## config.mk

```make
export PLATFORM = sky130hd
export DESIGN_NAME = aclk_time_entry
export DESIGN_NICKNAME = d
export VERILOG_FILES = /design/src/rtl/aclk_pkg.sv /design/src/rtl/aclk_btn_debounce.sv /design/src/rtl/aclk_time_entry.sv
export SDC_FILE = /design/constraint.sdc
export NUM_CORES = 1
export LEC_CHECK = 0
export CELL_PAD_IN_SITES_DETAIL_PLACEMENT = 0
export CELL_PAD_IN_SITES_GLOBAL_PLACEMENT = 2
export CORE_MARGIN = 5
export CORE_UTILIZATION = 25
export DETAILED_ROUTE_END_ITERATION = 8
export GPL_TIMING_DRIVEN = 0
export PLACE_DENSITY_LB_ADDON = 0.1
export SLEW_MARGIN = 10
export SYNTH_ARGS = -nofsm -noshare
export SYNTH_HDL_FRONTEND = slang
export SYNTH_SLANG_ARGS = --single-unit
export TNS_END_PERCENT = 100
```

## constraint.sdc

```tcl
create_clock -name clk -period 3.03 [get_ports clk]
set_clock_uncertainty 0.2 [all_clocks]
set_input_delay 0.606 -clock clk [delete_from_list [all_inputs] [get_ports clk]]
set_output_delay 0.606 -clock clk [all_outputs]
set_load 0.01 [all_outputs]
```

## src/rtl/aclk_pkg.sv

```systemverilog
// ---------------------------------------------------------------------------
// aclk_pkg
// Definitions shared by the alarm-clock time entry block:
//   - entry_state_t : state encoding of the entry controller
//   - *_MAX         : wrap limits of the four BCD digits
//   - CUR_*         : encoding of the cursor output
//   - wrap_inc      : BCD increment that wraps to 0 past a limit
// ---------------------------------------------------------------------------
package aclk_pkg;

  typedef enum logic [2:0] {
    ST_IDLE,
    ST_EDIT_H1,
    ST_EDIT_H0,
    ST_EDIT_M1,
    ST_EDIT_M0,
    ST_COMMIT
  } entry_state_t;

  localparam logic [3:0] H1_MAX    = 4'd2;
  localparam logic [3:0] H0_MAX    = 4'd9;
  localparam logic [3:0] H0_MAX_24 = 4'd3;
  localparam logic [3:0] M1_MAX    = 4'd5;
  localparam logic [3:0] M0_MAX    = 4'd9;

  localparam logic [1:0] CUR_H1 = 2'd0;
  localparam logic [1:0] CUR_H0 = 2'd1;
  localparam logic [1:0] CUR_M1 = 2'd2;
  localparam logic [1:0] CUR_M0 = 2'd3;

  // ">=" rather than "==" so a digit that is somehow above its limit
  // still returns to a legal value on the next press.
  function automatic logic [3:0] wrap_inc(input logic [3:0] d, input logic [3:0] max);
    return (d >= max) ? 4'd0 : d + 4'd1;
  endfunction

endpackage

```

## src/rtl/aclk_btn_debounce.sv

```systemverilog
// ---------------------------------------------------------------------------
// aclk_btn_debounce
// Level debouncer for one already-synchronised push-button. The accepted
// level only follows the input after DEB_CYCLES consecutive samples that
// differ from the current accepted level, so shorter glitches vanish.
// Only instantiated when ACLK_DEBOUNCE_EN is defined.
//
// Ports:
//   clk     : system clock
//   reset_n : asynchronous active-low reset (accepted level 0)
//   sample  : synchronised raw button level
//   level   : debounced button level
// ---------------------------------------------------------------------------
module aclk_btn_debounce #(
  parameter int DEB_CYCLES = 3
) (
  input  logic clk,
  input  logic reset_n,
  input  logic sample,
  output logic level
);

  localparam int CW = (DEB_CYCLES > 1) ? $clog2(DEB_CYCLES) : 1;

  logic [CW-1:0] cnt;

  // The counter tracks how long the input has disagreed with the accepted
  // level; any agreeing sample restarts the run.
  always_ff @(posedge clk or negedge reset_n) begin
    if (!reset_n) begin
      cnt   <= '0;
      level <= 1'b0;
    end else if (sample == level) begin
      cnt <= '0;
    end else if (cnt == CW'(DEB_CYCLES - 1)) begin
      level <= sample;
      cnt   <= '0;
    end else begin
      cnt <= cnt + CW'(1);
    end
  end

endmodule

```

## src/rtl/aclk_time_entry.sv

```systemverilog
// ---------------------------------------------------------------------------
// aclk_time_entry
// Push-button time/alarm entry controller feeding the alarm clock core.
// Four buttons are synchronised, edge-detected and used to edit four BCD
// digits one at a time; the result is handed over with a load pulse on
// LD_time or LD_alarm. Digits can never leave the legal 00:00..23:59 range.
//
// Optional feature: define ACLK_DEBOUNCE_EN to insert aclk_btn_debounce
// between each synchroniser and its edge detector (adds DEB_CYCLES latency).
// DEB_CYCLES exists as a parameter only in that build.
//
// Parameters:
//   TIMEOUT    : idle cycles in an edit state before the edit is abandoned
//   LD_PULSE   : load pulse width in clk cycles (1..15)
//   DEB_CYCLES : debounce run length (ACLK_DEBOUNCE_EN only)
//
// Ports:
//   clk, reset_n             : clock, asynchronous active-low reset
//   btn_mode                 : IDLE only, toggles time/alarm target
//   btn_edit                 : IDLE only, starts an edit
//   btn_inc                  : increments the digit under the cursor
//   btn_next                 : advances the cursor, commits from M0
//   H_in1, H_in0, M_in1, M_in0 : BCD digits for the core
//   LD_time, LD_alarm        : load pulses
//   alarm_sel                : 0 = time target, 1 = alarm target
//   editing                  : high while an edit is in progress
//   cursor                   : 0 = H1, 1 = H0, 2 = M1, 3 = M0 (0 outside edit)
// ---------------------------------------------------------------------------
module aclk_time_entry #(
  parameter int TIMEOUT    = 100,
  parameter int LD_PULSE   = 1
`ifdef ACLK_DEBOUNCE_EN
  ,
  parameter int DEB_CYCLES = 3
`endif
) (
  input  logic       clk,
  input  logic       reset_n,
  input  logic       btn_mode,
  input  logic       btn_edit,
  input  logic       btn_inc,
  input  logic       btn_next,
  output logic [1:0] H_in1,
  output logic [3:0] H_in0,
  output logic [3:0] M_in1,
  output logic [3:0] M_in0,
  output logic       LD_time,
  output logic       LD_alarm,
  output logic       alarm_sel,
  output logic       editing,
  output logic [1:0] cursor
);

  import aclk_pkg::*;

  localparam int TW = (TIMEOUT > 1) ? $clog2(TIMEOUT + 1) : 1;

  // Button bit order: 0 = mode, 1 = edit, 2 = inc, 3 = next.
  logic [3:0] raw;
  logic [3:0] sync1;
  logic [3:0] sync2;
  logic [3:0] level;
  logic [3:0] prev;
  logic [3:0] rise;

  assign raw = {btn_next, btn_inc, btn_edit, btn_mode};

  // Two-stage synchroniser followed by the previous-level register of the
  // rising-edge detector.
  always_ff @(posedge clk or negedge reset_n) begin
    if (!reset_n) begin
      sync1 <= '0;
      sync2 <= '0;
      prev  <= '0;
    end else begin
      sync1 <= raw;
      sync2 <= sync1;
      prev  <= level;
    end
  end

`ifdef ACLK_DEBOUNCE_EN
  for (genvar i = 0; i < 4; i++) begin : g_deb
    aclk_btn_debounce #(.DEB_CYCLES(DEB_CYCLES)) u_deb (
      .clk     (clk),
      .reset_n (reset_n),
      .sample  (sync2[i]),
      .level   (level[i])
    );
  end
`else
  assign level = sync2;
`endif

  assign rise = level & ~prev;

  logic rise_mode, rise_edit, rise_inc, rise_next;
  assign rise_mode = rise[0];
  assign rise_edit = rise[1];
  assign rise_inc  = rise[2];
  assign rise_next = rise[3];

  entry_state_t  state;
  logic [13:0]   shadow;
  logic [TW-1:0] idle_cnt;
  logic [3:0]    pulse_cnt;
  logic          pulse_on;

  // Incremented candidates for every digit; the H0 limit drops to 3 once
  // the hour tens digit is 2 so 24..29 can never be entered.
  logic [1:0] h1_next;
  logic [3:0] h0_limit;
  logic [3:0] h0_next;
  logic [3:0] m1_next;
  logic [3:0] m0_next;

  assign h1_next  = (H_in1 >= H1_MAX[1:0]) ? 2'd0 : H_in1 + 2'd1;
  assign h0_limit = (H_in1 == H1_MAX[1:0]) ? H0_MAX_24 : H0_MAX;
  assign h0_next  = wrap_inc(H_in0, h0_limit);
  assign m1_next  = wrap_inc(M_in1, M1_MAX);
  assign m0_next  = wrap_inc(M_in0, M0_MAX);

  // Main controller. In an edit state an inc edge has priority over a
  // simultaneous next edge, and any accepted edge beats the timeout.
  // COMMIT spends one cycle with editing still high before the load
  // pulse starts, then holds the pulse for LD_PULSE cycles.
  always_ff @(posedge clk or negedge reset_n) begin
    if (!reset_n) begin
      state     <= ST_IDLE;
      H_in1     <= '0;
      H_in0     <= '0;
      M_in1     <= '0;
      M_in0     <= '0;
      shadow    <= '0;
      LD_time   <= 1'b0;
      LD_alarm  <= 1'b0;
      alarm_sel <= 1'b0;
      editing   <= 1'b0;
      cursor    <= CUR_H1;
      idle_cnt  <= '0;
      pulse_cnt <= '0;
      pulse_on  <= 1'b0;
    end else begin
      case (state)
        ST_IDLE: begin
          if (rise_mode) begin
            alarm_sel <= ~alarm_sel;
          end
          if (rise_edit) begin
            shadow   <= {H_in1, H_in0, M_in1, M_in0};
            idle_cnt <= '0;
            editing  <= 1'b1;
            cursor   <= CUR_H1;
            state    <= ST_EDIT_H1;
          end
        end

        ST_EDIT_H1, ST_EDIT_H0, ST_EDIT_M1, ST_EDIT_M0: begin
          if (rise_inc) begin
            idle_cnt <= '0;
            case (state)
              ST_EDIT_H1: begin
                H_in1 <= h1_next;
                if (h1_next == H1_MAX[1:0] && H_in0 > H0_MAX_24) begin
                  H_in0 <= 4'd0;
                end
              end
              ST_EDIT_H0: H_in0 <= h0_next;
              ST_EDIT_M1: M_in1 <= m1_next;
              default:    M_in0 <= m0_next;
            endcase
          end else if (rise_next) begin
            idle_cnt <= '0;
            case (state)
              ST_EDIT_H1: begin
                state  <= ST_EDIT_H0;
                cursor <= CUR_H0;
              end
              ST_EDIT_H0: begin
                state  <= ST_EDIT_M1;
                cursor <= CUR_M1;
              end
              ST_EDIT_M1: begin
                state  <= ST_EDIT_M0;
                cursor <= CUR_M0;
              end
              default: begin
                state    <= ST_COMMIT;
                pulse_on <= 1'b0;
              end
            endcase
          end else if (idle_cnt == TW'(TIMEOUT - 1)) begin
            {H_in1, H_in0, M_in1, M_in0} <= shadow;
            idle_cnt <= '0;
            editing  <= 1'b0;
            cursor   <= CUR_H1;
            state    <= ST_IDLE;
          end else begin
            idle_cnt <= idle_cnt + TW'(1);
          end
        end

        ST_COMMIT: begin
          if (!pulse_on) begin
            pulse_on  <= 1'b1;
            editing   <= 1'b0;
            cursor    <= CUR_H1;
            pulse_cnt <= 4'(LD_PULSE - 1);
            if (alarm_sel) begin
              LD_alarm <= 1'b1;
            end else begin
              LD_time <= 1'b1;
            end
          end else if (pulse_cnt == 4'd0) begin
            pulse_on <= 1'b0;
            LD_time  <= 1'b0;
            LD_alarm <= 1'b0;
            state    <= ST_IDLE;
          end else begin
            pulse_cnt <= pulse_cnt - 4'd1;
          end
        end

        default: begin
          state <= ST_IDLE;
        end
      endcase
    end
  end

endmodule

```

* After elaboration in Yosys (flattened, before gate mapping) *
Cells that the tools add are included.

word-level totals
  output and inout port bits = 20
  bits in registers = 61
  bits of input ports = 6

cells by class
  add/sub/neg operators = 6
  bitwise operators = 3
  reduce and logical (&&, ||, !) cells = 24
  $lt $le $gt $ge = 5
  eq/ne operators = 28
  mux-type cells = 61

operator list
  operator                                                                 number
  4-bit two-way mux                                                        18
  7-bit two-way mux                                                        4
  2-bit inequality test, second input constant                             12
  2-bit two-way mux                                                        10
  3-bit two-way mux                                                        6
  3-bit case mux with 3 select lines                                       2
  4-bit AND reduction                                                      4
  1-bit two-way mux                                                        15
  7-bit case mux with 2 select lines                                       1
  4-bit by 1-bit adder with 4-bit output, second input constant            3
  2-bit case mux with 3 select lines                                       2
  6-bit AND reduction                                                      2
  5-bit AND reduction                                                      2
  2-bit by 1-bit inequality test with 1-bit output, second input constant  4
  4-bit case mux with 2 select lines                                       1
  2-bit AND reduction                                                      4
  2-bit nonzero test                                                       4
  7-bit by 1-bit adder with 7-bit output, second input constant            1
  7-bit == test, second input constant                                     1
  3-bit by 2-bit == test with 1-bit output, second input constant          2
  3-bit == test, second input constant                                     2
  3-bit inequality test, second input constant                             2
  3-bit AND reduction                                                      2
  5-bit inequality test, second input constant                             1
  other kinds (21)                                                         22

* Logic depth before layout (Yosys ltp) *
  word-level depth = 7
  depth in mapped cells = 7

* Least setup slack after synthesis *
No wires, ideal clock.

  path kind = reg-to-reg
  start point = register idle_cnt[0]
  end point = register M_in1[1]
  clock period less this slack = 2.458 ns
  stages on the path, launching flop included = 7
  arrival time = 2.133 ns
  path buffers = 0
  library setup time = 0.125 ns
  setup slack = 0.572 ns
  path through = dfrtp_1 > ha_1 > or4b_4 > nor4_4 > o21ai_0 > nand2_1 > mux2_2

between the ends
  word-level cells in the longest chain between the ends = 3

RTL lines
  element                               line                    text
  start, declared                       aclk_time_entry.sv:105  logic [TW-1:0] idle_cnt;
  start signal, assigned                aclk_time_entry.sv:199  idle_cnt <= idle_cnt + TW'(1);
  7-bit == test                         aclk_time_entry.sv:192  end else if (idle_cnt == TW'(TIMEOUT - 1)) begin
  2-bit nonzero test (no source line)   -
  4-bit AND reduction (no source line)  -
  end signal, assigned                  aclk_time_entry.sv:169  ST_EDIT_M1: M_in1 <= m1_next;
  end signal, assigned                  aclk_time_entry.sv:193  {H_in1, H_in0, M_in1, M_in0} <= shadow;
  end, declared                         aclk_time_entry.sv:45   output logic [3:0] M_in1,

No other way between the ends.
A chain may end at the register's enable or synchronous reset.

* Worst setup path in the final report *
Ends and elaborated chain as after synthesis.

==> impl_metrics.csv <==
group,metric,value,unit
timing,post-route-period-util,94.14,%
global_route,grt_overflow_total,0,
global_route,grt_util_met3,3.157,%
clock_network,path_clk_slew,0.05,ns
global_route,grt_max_degree,39,
timing,slew_headroom,28.30,%
floorplan,num_rows,40,
timing,hold_viol,0,
floorplan,io_pins,26,
floorplan,die_w,119.6,um
finish,fin_util,31.65,%
worst_setup_path,path_max_fanout,9,
worst_setup_path,path_class,"reg2reg",
flow_run,cap_violations,0,
logic_synthesis,yosys_warnings,0,
logic_synthesis,yosysUniqueCellTypes,45,
clock_network,cts_root_buf,"clkbuf_16",
logic_synthesis,synth-seq-cells,61,
timing,max_freq,0.3506,GHz
placed_design,io_buffer_count,25,
clock_network,clock_latency,0.33,ns
power_and_ir_drop,powerDensity,799.1,mW/mm^2
timing,tightest_slew,1.066,ns
route,vias,2360,
placed_design,place_area,0.003452,sq mm
placed_design,gp_congestion,0.6955,
logic_synthesis,synth_simple_gate_area_share,18.22,%
global_route,grt_pass1_vias,2372,
logic_synthesis,synthXorXnorAreaFrac,0.5838,%
outcome,status,"complete, no violations",
power_and_ir_drop,p_leak,1.634,nW
logic_synthesis,synth_compound_area_share,18.93,%
global_route,grt_use_met2,16.60,%
timing,fin_crit,2.852,ns
clock_network,cts_buffers,9,
clock_network,post-cts-setup-buffer-count,0,
logic_synthesis,synth_top_family_by_area,"compound AO/OA/AOI/OAI gates",
finish,fin_area,0.003770,sq mm
timing,rsz0062_at_grt,"false",
clock_network,cts_resized,0,
floorplan,initial_core_util,25.19,%
route,drt-pass1-iter-count,4,
global_route,gr-max-usage-layer,"met2",
logic_synthesis,synthMuxAreaShare,4.128,%
finish,diodes,0,
floorplan,dieHeight,119.6,um
logic_synthesis,netlist_area,0.003000,sq mm
finish,final_nets,362,
finish,nFillCells,1275,
clock_network,clock_sinks,61,
logic_synthesis,syn_avg_cell_area,9.710,sq um
worst_setup_path,setup.worst_path.start_class,"register",
power_and_ir_drop,peakVddDrop,0.0002141,V
route,vias_per_cell,4.729,
global_route,grt_pass1_wl,12900,um
logic_synthesis,yosysSeqAreaShare,50.88,%
timing,finalMaxSlewViolations,0,
clock_network,clockBufferDepth,2,
placed_design,hpwl,5465,um
floorplan,core,0.01191,sq mm
route,drt-wirelength-per-cell,15.50,um
global_route,use_met1,16.48,%
clock_network,cts_tree,"built",
route,wirelength,7735,um
finish,syn2layout_area_growth,25.65,%
worst_setup_path,cp.arrival,2.86,ns
logic_synthesis,synth_adder_area_share,3.753,%
global_route,grt_antenna_before_repair,0,
power_and_ir_drop,finalPower,3.012,mW
worst_setup_path,cp.required,3.04,ns
logic_synthesis,synth_cells,309,
floorplan,dieArea,0.01429,sq mm
route,first_iter_violations,150,
worst_setup_path,r2r_slack,0.18,ns
global_route,track_usage,11.57,%
worst_setup_path,end_kind,"register",
timing,fin_tns_setup,0,ns
timing,setup_viol,0,
finish,final_layout_size_suffix_gt1_share,9.091,%
logic_synthesis,synthesis.nets,324,
route,drc,0,
min_path,min_path_type,"reg2reg",
clock_network,h-tree-depth,3,
route,ant_nets,0,
-- report_power, final --
part	internal [mW]	switching, mW
registers	0.943	0.132
clock network	0.716	0.366
logic	0.347	0.510
total	2.00	1.01
-- cells by family after synthesis --
logic type | count (synthesis)
XOR/XNOR | 2
buffers and inverters | 28
flip-flops | 61
AND/OR/NAND/NOR | 106
multiplexers | 11
adder cells (fa/ha/maj) | 9
AO/OA/AOI/OAI | 92
-- final cells by class --
| class | instances | area [sq um] | share of cell area, % |
|---|---|---|---|
| clock inverters | 5 | 75.07 | 1.991 |
| multi-input cells | 220 | 1369 | 36.31 |
| well taps | 147 | 183.9 | 4.879 |
| clock buffers | 11 | 232.7 | 6.173 |
| plain buffers | 8 | 30.03 | 0.7965 |
| inverters | 20 | 75.07 | 1.991 |
| flip-flops and latches | 61 | 1526 | 40.49 |
| repair buffers | 27 | 277.8 | 7.368 |
-- flip-flops by register name (all words and copies together), names as in the netlist, 2 cells and up --
signal / cells
sync1: 4
idle_cnt: 7
state: 3
cursor: 2
H_in1: 2
shadow: 14
pulse_cnt: 4
prev: 4
M_in0: 4
H_in0: 4
level: 4
M_in1: 4
-- worst paths after layout --
check | depth (start not counted) | startpoint | endpoint
worst min register to register | 0 | sync1[2] | level[2]
worst max-delay path | 6 | idle_cnt[0] | M_in1[1]
worst max register to register | 6 | idle_cnt[0] | M_in1[1]
min in group asynchronous | 2 | reset_n | idle_cnt[1]
worst min-delay path | 0 | sync1[2] | level[2]
max in group asynchronous | 3 | reset_n | M_in1[0]
-- synth_stat cells --
cell       count  share of area, %
dfrtp_1       61                51
nand2_1       39               4.9
o21ai_0       39               6.5
inv_1         20               2.5
nor2_1        17               2.1
a21oi_1       14               2.3
a22oi_1       10               2.5
nand2b_1      10               2.1
ha_1           9               3.8
nand3_1        8               1.3
nor2b_1        8               1.7
clkbuf_1       7              0.88
mux2_2         7               2.6
nor3b_1        6               1.5
o22ai_1        6               1.3
a21o_1         4               1.0
nor3_1         4              0.67
mux2i_1        3               1.0
nor4_1         3              0.63
o31ai_1        3              0.75
a221oi_1       2              0.58
and2_1         2              0.42
o21a_1         2              0.50
o2bb2ai_1      2              0.58
o41ai_1        2              0.58
or2_2          2              0.42
a211o_1        1              0.29
a21o_2         1              0.29
a22o_1         1              0.29
a31oi_1        1              0.21
a32o_1         1              0.33
a32oi_1        1              0.29
a41o_1         1              0.33
and2_4         1              0.29
and3_1         1              0.21
and3_2         1              0.25
and4b_1        1              0.33
buf_1          1              0.12
mux2_4         1              0.50
nand3b_1       1              0.25
nor4_4         1              0.71
o21ai_2        1              0.29
or4b_4         1              0.46
xnor2_1        1              0.29
xor2_1         1              0.29
-- timing repair --
action / CTS / global route
hold endpoints to repair: 16 / 0
setup endpoints to repair: 0 / 2
hold buffers: 1 / 0
-- placed cells by master, fill, tap and decap left out, drive strengths merged, types with 3 or more instances in the layout --
cell type	count
o21ai	40
nand2	39
ha	9
inv	20
nor3	4
buf	3
nand3	8
nor4	4
o31ai	3
mux2i	3
nor3b	6
dfrtp	61
clkdlybuf4s50	24
clkinv	3
nand2b	10
a21o	5
nor2	17
o22ai	6
a21oi	14
and2	3
clkbuf	18
mux2	8
nor2b	8
a22oi	10
-- worst max-delay path: stages (launching register included) --
cell,delay (ns)
dfrtp_1,0.38
ha_1,0.21
or4b_4,0.51
nor4_4,0.53
o21ai_0,0.30
nand2_1,0.24
mux2_2,0.36
-- per-stage QoR --
stage	hold slack (ns)	worst slack, ns	std cells
after global routing	0.1529	0.004027	499
final	0.1453	0.1777	499
after CTS	0.1469	0.06804	499
after detailed placement	0.1347	0.08867	482
after global placement	0.1327	-1.121	481
after floorplan	0.1104	0.5720	309
-- layer usage --
layer,part of all wire (%),vias up
li1,-,1175
met1,52,1149
met2,44,30
met3,3.2,6
met4,1.1,0
met5,0,-
Note: power is estimated with default switching activity, not from simulation.
